**config.mk**
```make
export PLATFORM = sky130hd
export DESIGN_NAME = multicycle_shifter
export DESIGN_NICKNAME = d
export VERILOG_FILES = /design/src/rtl/multicycle_shifter.sv
export SDC_FILE = /design/constraint.sdc
export NUM_CORES = 1
export LEC_CHECK = 0
export ABC_AREA = 1
export CAP_MARGIN = 20
export CORE_ASPECT_RATIO = 0.75
export CORE_MARGIN = 5
export CORE_UTILIZATION = 46
export DETAILED_ROUTE_END_ITERATION = 7
export GPL_TIMING_DRIVEN = 1
export PLACE_DENSITY_LB_ADDON = 0.05
export SKIP_CTS_REPAIR_TIMING = 1
export SLEW_MARGIN = 20
export SYNTH_ARGS = -nofsm -noshare
export SYNTH_HDL_FRONTEND = slang
export SYNTH_SLANG_ARGS = --single-unit
```
**constraint.sdc**
```tcl
create_clock -name clk_i -period 6.37 [get_ports clk_i]
set_clock_uncertainty 0.05 [all_clocks]
set_input_delay 0.637 -clock clk_i [delete_from_list [all_inputs] [get_ports clk_i]]
set_output_delay 0.637 -clock clk_i [all_outputs]
set_load 0.05 [all_outputs]
```
**src/rtl/multicycle_shifter.sv**
```systemverilog
// rtl/multicycle_shifter.sv - iterative SLL/SRL/SRA/ROTL unit shifting up to STEP bits per clock
module multicycle_shifter #(
    parameter int WIDTH = 32,
    parameter int STEP  = 4,
    localparam int SHAMT_W = $clog2(WIDTH)
) (
    input  logic               clk_i,
    input  logic               rst_i,
    input  logic               start_i,
    input  logic [1:0]         mode_i,
    input  logic [SHAMT_W-1:0] shamt_i,
    input  logic [WIDTH-1:0]   data_i,
    output logic               busy_o,
    output logic               done_o,
    output logic [WIDTH-1:0]   data_o
);

    typedef enum logic {
        S_IDLE  = 1'b0,
        S_SHIFT = 1'b1
    } state_t;

    localparam logic [1:0] OP_SLL  = 2'b00;
    localparam logic [1:0] OP_SRL  = 2'b01;
    localparam logic [1:0] OP_SRA  = 2'b10;
    localparam logic [1:0] OP_ROTL = 2'b11;

    localparam logic [SHAMT_W:0] STEP_W  = (SHAMT_W + 1)'(STEP);
    localparam logic [SHAMT_W:0] WIDTH_W = (SHAMT_W + 1)'(WIDTH);

    state_t             state_q;
    logic [WIDTH-1:0]   work_q;
    logic [WIDTH-1:0]   work_d;
    logic [SHAMT_W-1:0] rem_q;
    logic [SHAMT_W-1:0] rem_d;
    logic [1:0]         op_q;
    logic               busy_q;
    logic               done_q;
    logic [WIDTH-1:0]   data_q;

    logic [SHAMT_W-1:0] step_amt;
    logic [SHAMT_W:0]   rot_amt;

    // SRA keeps the captured sign bit in work_q's MSB, so each partial
    // arithmetic step refills with the original bit WIDTH-1.
    always_comb begin
        step_amt = ({1'b0, rem_q} < STEP_W) ? rem_q : STEP_W[SHAMT_W-1:0];
        rot_amt  = WIDTH_W - {1'b0, step_amt};
        rem_d    = rem_q - step_amt;
        work_d   = work_q;
        case (op_q)
            OP_SLL:  work_d = work_q << step_amt;
            OP_SRL:  work_d = work_q >> step_amt;
            OP_SRA:  work_d = $unsigned($signed(work_q) >>> step_amt);
            OP_ROTL: work_d = (work_q << step_amt) | (work_q >> rot_amt);
            default: work_d = work_q;
        endcase
    end

    always_ff @(posedge clk_i) begin
        if (rst_i) begin
            state_q <= S_IDLE;
            work_q  <= '0;
            rem_q   <= '0;
            op_q    <= '0;
            busy_q  <= 1'b0;
            done_q  <= 1'b0;
            data_q  <= '0;
        end else begin
            done_q <= 1'b0;
            case (state_q)
                S_IDLE: begin
                    if (start_i) begin
                        work_q  <= data_i;
                        rem_q   <= shamt_i;
                        op_q    <= mode_i;
                        busy_q  <= 1'b1;
                        state_q <= S_SHIFT;
                    end
                end
                S_SHIFT: begin
                    if (rem_q != '0) begin
                        work_q <= work_d;
                        rem_q  <= rem_d;
                    end else begin
                        data_q  <= work_q;
                        done_q  <= 1'b1;
                        busy_q  <= 1'b0;
                        state_q <= S_IDLE;
                    end
                end
                default: state_q <= S_IDLE;
            endcase
        end
    end

    assign busy_o = busy_q;
    assign done_o = done_q;
    assign data_o = data_q;

endmodule

```
Word level (Yosys, flattened, before mapping)
Cells that the tools add are included.
{"block": "word_totals", "input_bits": 42, "reg_bits": 74, "out_inout_bits": 34}
{"block": "op_classes", "shifts": 4, "n_reduce_logical": 7, "add_sub_neg": 2, "eq_ne": 6, "bitwise": 3, "n_lt_le_gt_ge": 1, "n_mux": 15}
{"op": "$pmux W32 S4", "n": 1}
{"op": "$mux W32", "n": 2}
{"op": "$pmux W32 S2", "n": 1}
{"op": "$or A32 B32 Y32", "n": 1}
{"op": "$shl A32 B5 Y32", "n": 1}
{"op": "$shr A32 B5 Y32", "n": 1}
{"op": "$shr A32 B6 Y32", "n": 1}
{"op": "$sshr A32 B5 Y32", "n": 1}
{"op": "$mux W5", "n": 3}
{"op": "$pmux W5 S2", "n": 1}
{"op": "$reduce_and A2 Y1", "n": 4}
{"op": "$sub A6 B5 Y6 const A", "n": 1}
{"op": "$lt A5 B3 Y1 const B", "n": 1}
{"op": "$mux W1", "n": 5}
{"op": "$reduce_bool A5 Y1", "n": 1}
{"op": "$sub A5 B5 Y5", "n": 1}
{"op": "$eq A2 B2 Y1 const B", "n": 2}
{"op": "$ne A2 B2 Y1 const B", "n": 2}
{"op": "$pmux W1 S2", "n": 2}
{"op": "$eq A2 B1 Y1 const B", "n": 1}
{"op": "$logic_not A2 Y1", "n": 1}
{"op": "$ne A2 B1 Y1 const B", "n": 1}
{"op": "$not A1 Y1", "n": 2}
{"op": "$reduce_or A2 Y1", "n": 1}

Logic depth before layout (Yosys ltp)
Gate-level depths: netlist of the first run.
{"block": "depth", "word_depth": 8, "mapped_depth": 18, "ltp_nobuf": 17}

Worst setup path before layout of the first run
Ideal clock, no wire load.
{"block": "synth_timing", "kind": "register to register", "startpoint": "register rem_q[3]", "endpoint": "register work_q[2]", "period_less_slack_ps": 2472, "setup_slack_ps": 3898, "stages_incl_launch_ff": 17, "t_arrival_ps": 2352, "n_path_buf": 2, "required_time_ps": 6250, "cell_sequence": "dfxtp_1 -> nor2_4 -> nand2_4 -> inv_2 -> nand2_1 -> buf_1 -> ha_1 -> clkinv_1 -> clkbuf_1 -> nand3_1 -> nand3_1 -> nand3_1 -> nand2_1 -> nand2_1 -> nand2_1 -> nand2_1 -> a21oi_1"}
{"block": "synth_via", "elab_chain_cells": 8, "elab_cells_between_ends": 14, "classes_between": "add/sub: 1; order compare: 1; eq/ne: 1; shift: 4; mux: 4; bitwise: 1; reduce/logical: 2"}
{"item": "from (decl)", "line": "34", "rtl": "logic [SHAMT_W-1:0] rem_q;"}
{"item": "from (signal assigned)", "line": "75", "rtl": "rem_q <= shamt_i;"}
{"item": "from (signal assigned)", "line": "84", "rtl": "rem_q <= rem_d;"}
{"item": "$lt A5 B3 Y1", "line": "47", "rtl": "step_amt = ({1'b0, rem_q} < STEP_W) ? rem_q : STEP_W[SHAMT_W-1:0];"}
{"item": "$mux W5", "line": "47"}
{"item": "$sub A6 B5 Y6", "line": "48", "rtl": "rot_amt = WIDTH_W - {1'b0, step_amt};"}
{"item": "$shr A32 B6 Y32", "line": "55", "rtl": "OP_ROTL: work_d = (work_q << step_amt) | (work_q >> rot_amt);"}
{"item": "$or A32 B32 Y32", "line": "55"}
{"item": "$pmux W32 S4", "line": "51", "rtl": "case (op_q)"}
{"item": "$mux W32", "line": "82", "rtl": "if (rem_q != '0) begin"}
{"item": "$pmux W32 S2", "line": "71", "rtl": "case (state_q)"}
{"item": "to (signal assigned)", "line": "74", "rtl": "work_q <= data_i;"}
{"item": "to (signal assigned)", "line": "83", "rtl": "work_q <= work_d;"}
{"item": "to (decl)", "line": "32", "rtl": "logic [WIDTH-1:0] work_q;"}
Several ways; a longest one is shown, not always the timed one. The select of a mux whose other input is x is not followed.
A chain may end at the register's enable or synchronous reset.

Worst setup path after layout of the first run
{"block": "layout_timing", "startpoint": "register rem_q[3]", "endpoint": "register work_q[8]"}
The elaborated chain is that of the path after synthesis.

==> results of run 1 <==
==> flip-flops by register name (all words and copies together), names as in the netlist <==
name and count:
done_o 1, busy_o 1, data_o 32, op_q 2, rem_q 5, work_q 32, state_q 1
==> cells in the mapped netlist, types with 2 or more instances <==
cell / n / area [um^2]
sky130_fd_sc_hd__buf_6: 7 / 78.8
sky130_fd_sc_hd__nand4_1: 23 / 144
sky130_fd_sc_hd__nand3_2: 2 / 20.0
sky130_fd_sc_hd__a31oi_1: 2 / 12.5
sky130_fd_sc_hd__nand2_2: 10 / 62.6
sky130_fd_sc_hd__nor2_4: 3 / 33.8
sky130_fd_sc_hd__nand2_1: 332 / 1250
sky130_fd_sc_hd__clkbuf_1: 28 / 105
sky130_fd_sc_hd__clkinv_1: 4 / 15.0
sky130_fd_sc_hd__nand3b_1: 2 / 15.0
sky130_fd_sc_hd__nor2_1: 53 / 199
sky130_fd_sc_hd__ha_1: 2 / 25.0
sky130_fd_sc_hd__o211ai_1: 20 / 150
sky130_fd_sc_hd__o21ai_1: 41 / 205
sky130_fd_sc_hd__buf_1: 5 / 18.8
sky130_fd_sc_hd__inv_1: 63 / 236
sky130_fd_sc_hd__a21oi_1: 74 / 370
sky130_fd_sc_hd__buf_2: 16 / 80.1
sky130_fd_sc_hd__o21ai_0: 46 / 230
sky130_fd_sc_hd__nor3_1: 5 / 25.0
sky130_fd_sc_hd__inv_2: 10 / 37.5
sky130_fd_sc_hd__o221ai_1: 2 / 17.5
sky130_fd_sc_hd__buf_4: 9 / 67.6
sky130_fd_sc_hd__nand2_4: 2 / 22.5
sky130_fd_sc_hd__o2111ai_1: 8 / 70.1
sky130_fd_sc_hd__dfxtp_1: 74 / 1480
sky130_fd_sc_hd__nand3_1: 165 / 826
==> worst min-delay path, cell delays in order (launching register included) <==
cell and delay (ns):
sky130_fd_sc_hd__dfxtp_1 0.31, sky130_fd_sc_hd__nand2_1 0.06, sky130_fd_sc_hd__a21oi_1 0.06
==> where the power goes <==
part / switching, uW / internal (uW) / total [uW]
logic: 684 / 263 / 947
clock network: 221 / 317 / 538
registers: 38.4 / 505 / 543
total: 943 / 1080 / 2030
==> through the flow <==
stage          util, %  std cells  power (uW)  hold WS [ns]
6_report          55.6       1223        2030         0.417
5_1_grt           55.6       1223        2130         0.438
2_1_floorplan        -       1017        1190         0.394
3_3_place_gp      53.2       1207        1470         0.406
3_5_place_dp      53.2       1207        1460         0.406
4_1_cts           55.6       1223        2000         0.416
==> routing by layer <==
layer  wire length [um]  up-vias  part of all wire, %
met5                  0        -                    0
met4                521        0                  2.1
met3               3590       66                   15
met2               9670      511                   40
met1              10500     3376                   43
li1                   -     3477                    -
==> placed cells by master, fill, tap and decap left out, drive strengths merged <==
cell type / instances
nor3: 6
a221oi: 1
nand3b: 2
o211ai: 20
o21ai: 87
nand2: 344
or2: 1
conb: 1
clkinv: 6
nand3: 167
ha: 2
clkdlybuf4s50: 75
o221ai: 2
buf: 15
nor2: 58
clkinvlp: 1
nand4: 23
bufinv: 1
inv: 75
o22ai: 1
o2111ai: 8
clkbuf: 11
a31oi: 2
a21oi: 74
dfxtp: 74
==> logic make-up after synthesis <==
logic type / count (synthesis)
and+or+nand+nor: 601
adders and majority gates: 2
AOI/OAI and AO/OA: 195
other: 1
buffers and inverters: 144
DFF: 74
==> layout make-up <==
| type | instances | area [um^2] |
|---|---|---|
| Clock inverter | 5 | 60.1 |
| Timing Repair Buffer | 90 | 863 |
| Clock buffer | 11 | 243 |
| Fill cell | 1347 | 5500 |
| Multi-Input combinational cell | 799 | 3740 |
| Inverter | 78 | 294 |
| Sequential cell | 74 | 1480 |
| Tap cell | 166 | 208 |
==> final timing paths <==
path / startpoint / end / slack (ns) / cells after the start
setup / recovery: rem_q[3] / work_q[8] / 2.34 / 16
hold / removal: work_q[13] / work_q[13] / 0.42 / 2
setup reg to reg: rem_q[3] / work_q[8] / 2.34 / 16
hold reg to reg: work_q[13] / work_q[13] / 0.42 / 2
==> impl_results.md, run 1 <==
- Result of the run: complete, no violations
- Total congestion overflow after global routing: 0
- Level count of the clock H-tree: 3
- Fraction of the mapped netlist area in compound gates: 18.2%
- Critical path's top delay family: simple AND/OR/NAND/NOR gates
- Element type at the critical path end: flop
- Share of cells above drive strength 1: 5.96%
- Initial antenna violation count: 0
- Category of the worst setup path launch point: flop
- HPWL after detailed placement: 17.2 mm
- Antenna cell count: 0
- Number of flops mapped to enable cells by yosys: 0
- Met2 track utilization from global routing: 45.0%
- Routing usage on met1: 46.1%
- Highest net fanout along the worst path: 36
- Proportion of register bits with asynchronous set or reset after synthesis: 0%
- Initial standard-cell utilization of the core: 47.4%
- Most used routing layer in global routing: met1
- Synth warnings: 0
- Number of nets with antenna violations after routing: 0
- Via count of the first global-routing pass: 6618
- Cell variety after synth: 36
- Clk buf depth: 2
- Length of the first detailed-routing pass in iterations: 5
- Post-synthesis net count: 1061
- Clock root cell: sky130_fd_sc_hd__clkbuf_16
- Number of primary I/O pins: 76
- Library cell contributing the largest single delay on the critical path: sky130_fd_sc_hd__nor2_1
- Area growth from synthesis to layout: 17.4%
- Main combinational cell family by area after synthesis: simple AND/OR/NAND/NOR gates
- Global-route usage over all layers: 31.8%
- Min Tclk post-route: 4.03 ns
- Fraction of the yosys area taken by sequential cells: 25.2%
- Die area: 15200 um^2
- Placed instance area: 6590 um^2
- Skew-Pair Late Insertion Delay: 0.35 ns
- Total via count after detailed routing: 7430
- Number of CTS-inserted buffers: 9
- Post-Syn Area: 5870 um^2
- Reported leakage power: 0.00293 uW
- Peak supply drop: 0.000143 V
- Data arrival time of the critical path: 4.26 ns
- Pin count of the biggest net entering global routing: 49
- Final net count: 1096
- Cells along the critical path: nor2_4, buf_4, nand2_4, inv_2, buf_4, nand2_1, buf_4, ha_1, nand3_2, inv_1, nand2_1, nor2_1, nand3_1, nand3_1, nand2_1, a21oi_1
- Simple-gate share of the synthesized area: 45.0%
- Number of max-cap violations: 0
- 1st-iter DRT viols: 1376
- Wire length of the first global-routing pass: 37.7 mm
- Weighted congestion at the end of routability-driven global placement: 1.00
- Final Slew Violations: 0
- Number of hold-slack violations in the final timing report: 0
- Type of the setup path with the least slack: reg -> reg
- Hold Path Class: reg -> reg
- Max Freq: 248 MHz
- Clock tree from TritonCTS: built
- Row count: 35
- Setup repair after global routing missed its margin: no
- Commonest register cell after synthesis: sky130_fd_sc_hd__dfxtp_1
- Area of all placed cells without fillers: 6890 um^2
- Met3 Usage GRT: 10.3%
- Mux contribution to synthesized area: 0%
- Clk sinks: 74
- Final setup TNS: 0 ns
- DRC: 0
- Core ar.: 12400 um^2
- Critical path buffers and inverters: 5
- Clock transition at the registers of the reported paths: 0.07 ns
- Die width: 140 um
- Placement-stage worst setup slack: 2.52 ns
- Die H: 108 um
- PnR worst setup slack: 2.34 ns
- Share of the clock period used by the worst path after layout: 63.3%
- Req. time, crit path: 6.60 ns
- Max-Slew Margin vs Limit: 30.2%
- Via density: 6.08
- Worst-Margin Slew: 1.04 ns
- Fraction of synthesized cell area in xor and xnor cells: 0%
- Final count of negative-setup-slack endpoints: 0
- Critical path's largest stage delay: 0.79 ns
- I/O Buffers: 75
- Synthesis-stage register bit count: 74
- Adder and majority cell fraction of the synthesized area: 0.426%
- Average wire per standard cell: 19.9 um
- Mean post-synth cell area: 5.77 um^2
- Total wire length: 24.3 mm
- Power density over the cells: 294 nW/um^2
- Cell count after synthesis: 1017
(Power assumes the default switching activity.)
==> run 2: changes to the inputs <==
==> constraint.sdc (replaced) <==
create_clock -name clk_i -period 3.45 [get_ports clk_i]
set_clock_uncertainty 0.05 [all_clocks]
set_input_delay 0.345 -clock clk_i [delete_from_list [all_inputs] [get_ports clk_i]]
set_output_delay 0.345 -clock clk_i [all_outputs]
set_load 0.05 [all_outputs]
==> impl_results.md, run 2 (synthesis results as in run 1) <==
- Element type at the critical path end: flop
- Placed instance area: 6660 um^2
- Final count of negative-setup-slack endpoints: 0
- Antenna cell count: 0
- Routed wire length on met3: 3.63 mm
- Reg2reg path depth: 10
- Weighted congestion at the end of routability-driven global placement: 1.04
- Clock transition at the registers of the reported paths: 0.07 ns
- Final Slew Violations: 0
- Cell depth of the worst min-delay path: 2
- Skew-Pair Late Insertion Delay: 0.35 ns
- Number of primary I/O pins: 76
- Via density: 6.04
- Number of hold-slack violations in the final timing report: 0
- Leading cell type in the layout, fill and taps excluded: sky130_fd_sc_hd__nand2_1
- Length of the first detailed-routing pass in iterations: 7
- Met2 routed wirelength: 9.64 mm
- Total via count after detailed routing: 7432
- Die H: 108 um
- Clk buf depth: 2
- Wire length of the first global-routing pass: 38.5 mm
- Number of max-cap violations: 0
- Top library cells by usage in the layout, fill and taps aside: sky130_fd_sc_hd__nand2_1, sky130_fd_sc_hd__nand3_1, sky130_fd_sc_hd__clkdlybuf4s50_1, sky130_fd_sc_hd__a21oi_1, sky130_fd_sc_hd__dfxtp_1
- HPWL after detailed placement: 17.7 mm
- Via count of the first global-routing pass: 6695
- Core ar.: 12400 um^2
- Final setup TNS: 0 ns
- Worst reg2reg path endpoint: work_q[24]
- Pin count of the biggest net entering global routing: 38
- Setup repair after global routing missed its margin: no
- Min Tclk post-route: 2.96 ns
- Routed metal-1 wirelength: 10.8 mm
- Power density over the cells: 551 nW/um^2
- Initial antenna violation count: 0
- Result of the run: complete, no violations
- Reg-to-reg setup timing slack: 0.49 ns
- Category of the worst setup path launch point: flop
- I/O Buffers: 75
- Reported leakage power: 0.00298 uW
- Hold path start: work_q[11]
- Area growth from synthesis to layout: 19.0%
- Highest net fanout along the worst path: 37
- Peak supply drop: 0.000288 V
- Total area of sequential cells: 1480 um^2
- Startpoint of the worst register-to-register path: rem_q[2]
- Number of nets with antenna violations after routing: 0
- Share of the clock period used by the worst path after layout: 85.9%
- Level count of the clock H-tree: 3
- Clock root cell: sky130_fd_sc_hd__clkbuf_16
- Worst-Margin Slew: 0.695 ns
- Clk sinks: 74
- Initial standard-cell utilization of the core: 47.4%
- Type of the setup path with the least slack: reg -> reg
- Clock tree from TritonCTS: built
- Total congestion overflow after global routing: 0
- Number of CTS-inserted buffers: 9
- Row count: 35
- Hold Path Class: reg -> reg
- Top layer reached by signal wires: met4
- Req. time, crit path: 3.63 ns
- Filler cells: 1303
- Max Freq: 338 MHz
- Die width: 140 um
- 1st-iter DRT viols: 1267
- Total wire length: 24.7 mm
- DRC: 0
- Total area of multi-input combinational cells: 3740 um^2
- Die area: 15200 um^2
- Hold path endpoint: work_q[11]
- Average wire per standard cell: 20.1 um
- Global-route usage over all layers: 32.4%
- Max-Slew Margin vs Limit: 53.6%
- Data arrival time of the critical path: 3.14 ns
- Final net count: 1104
- Share of cells above drive strength 1: 6.67%
- Area of all placed cells without fillers: 6990 um^2
## run 2: how the worst max path moves through the flow
stage | from | end | slack [ns] | cells after the start
2_1_floorplan | rem_q[3] | work_q[2] | 0.98 | 16
3_3_place_gp | op_q[0] | work_q[7] | 0.56 | 11
3_5_place_dp | op_q[0] | work_q[6] | 0.62 | 11
4_1_cts | op_q[0] | work_q[1] | 0.61 | 12
5_1_grt | op_q[0] | work_q[7] | 0.38 | 11
6_report | rem_q[2] | work_q[24] | 0.49 | 10
## run 2: cell type report
type	count	area share (%)
multi-input cells	799	53.6
inverters	78	4.21
flip-flops and latches	74	21.2
repair buffers	98	13.4
well taps	166	2.97
clock inverters	5	1.22
clock buffers	11	3.47
## run 2: metrics by stage
| stage | hold slack (ns) | std cells | setup slack (ns) | util, % | total power [uW] |
|---|---|---|---|---|---|
| 6_report | 0.414 | 1231 | 0.488 | 56.4 | 3850 |
| 4_1_cts | 0.415 | 1231 | 0.614 | 56.4 | 3780 |
| 2_1_floorplan | 0.367 | 1017 | 0.978 | - | 2200 |
| 3_3_place_gp | 0.402 | 1215 | 0.565 | 53.8 | 2740 |
| 3_5_place_dp | 0.405 | 1215 | 0.620 | 53.8 | 2720 |
| 5_1_grt | 0.439 | 1231 | 0.382 | 56.4 | 4040 |
## run 2: critical path, cell delays in order, from the launching register on
cell                       delay, ns
sky130_fd_sc_hd__dfxtp_1        0.32
sky130_fd_sc_hd__inv_2          0.35
sky130_fd_sc_hd__nand2_4        0.26
sky130_fd_sc_hd__buf_4          0.29
sky130_fd_sc_hd__nor2_2         0.54
sky130_fd_sc_hd__buf_12         0.30
sky130_fd_sc_hd__nand2_1        0.09
sky130_fd_sc_hd__o211ai_1       0.17
sky130_fd_sc_hd__nand3_1        0.22
sky130_fd_sc_hd__o21ai_0        0.13
sky130_fd_sc_hd__a21oi_1        0.08
## run 2: power by group
group	leakage [uW]	internal [uW]	switching (uW)	total [uW]
Combinational	0.00222	509	1260	1770
Sequential	0.000606	932	84.8	1020
Clock	0.000157	659	405	1060
## run 2: metal layers
layer,track usage [%],vias to the layer above
met3,9.99,61
li1,-,3487
met1,47.1,3333
met4,9.75,0
met5,0,-
met2,45.4,551
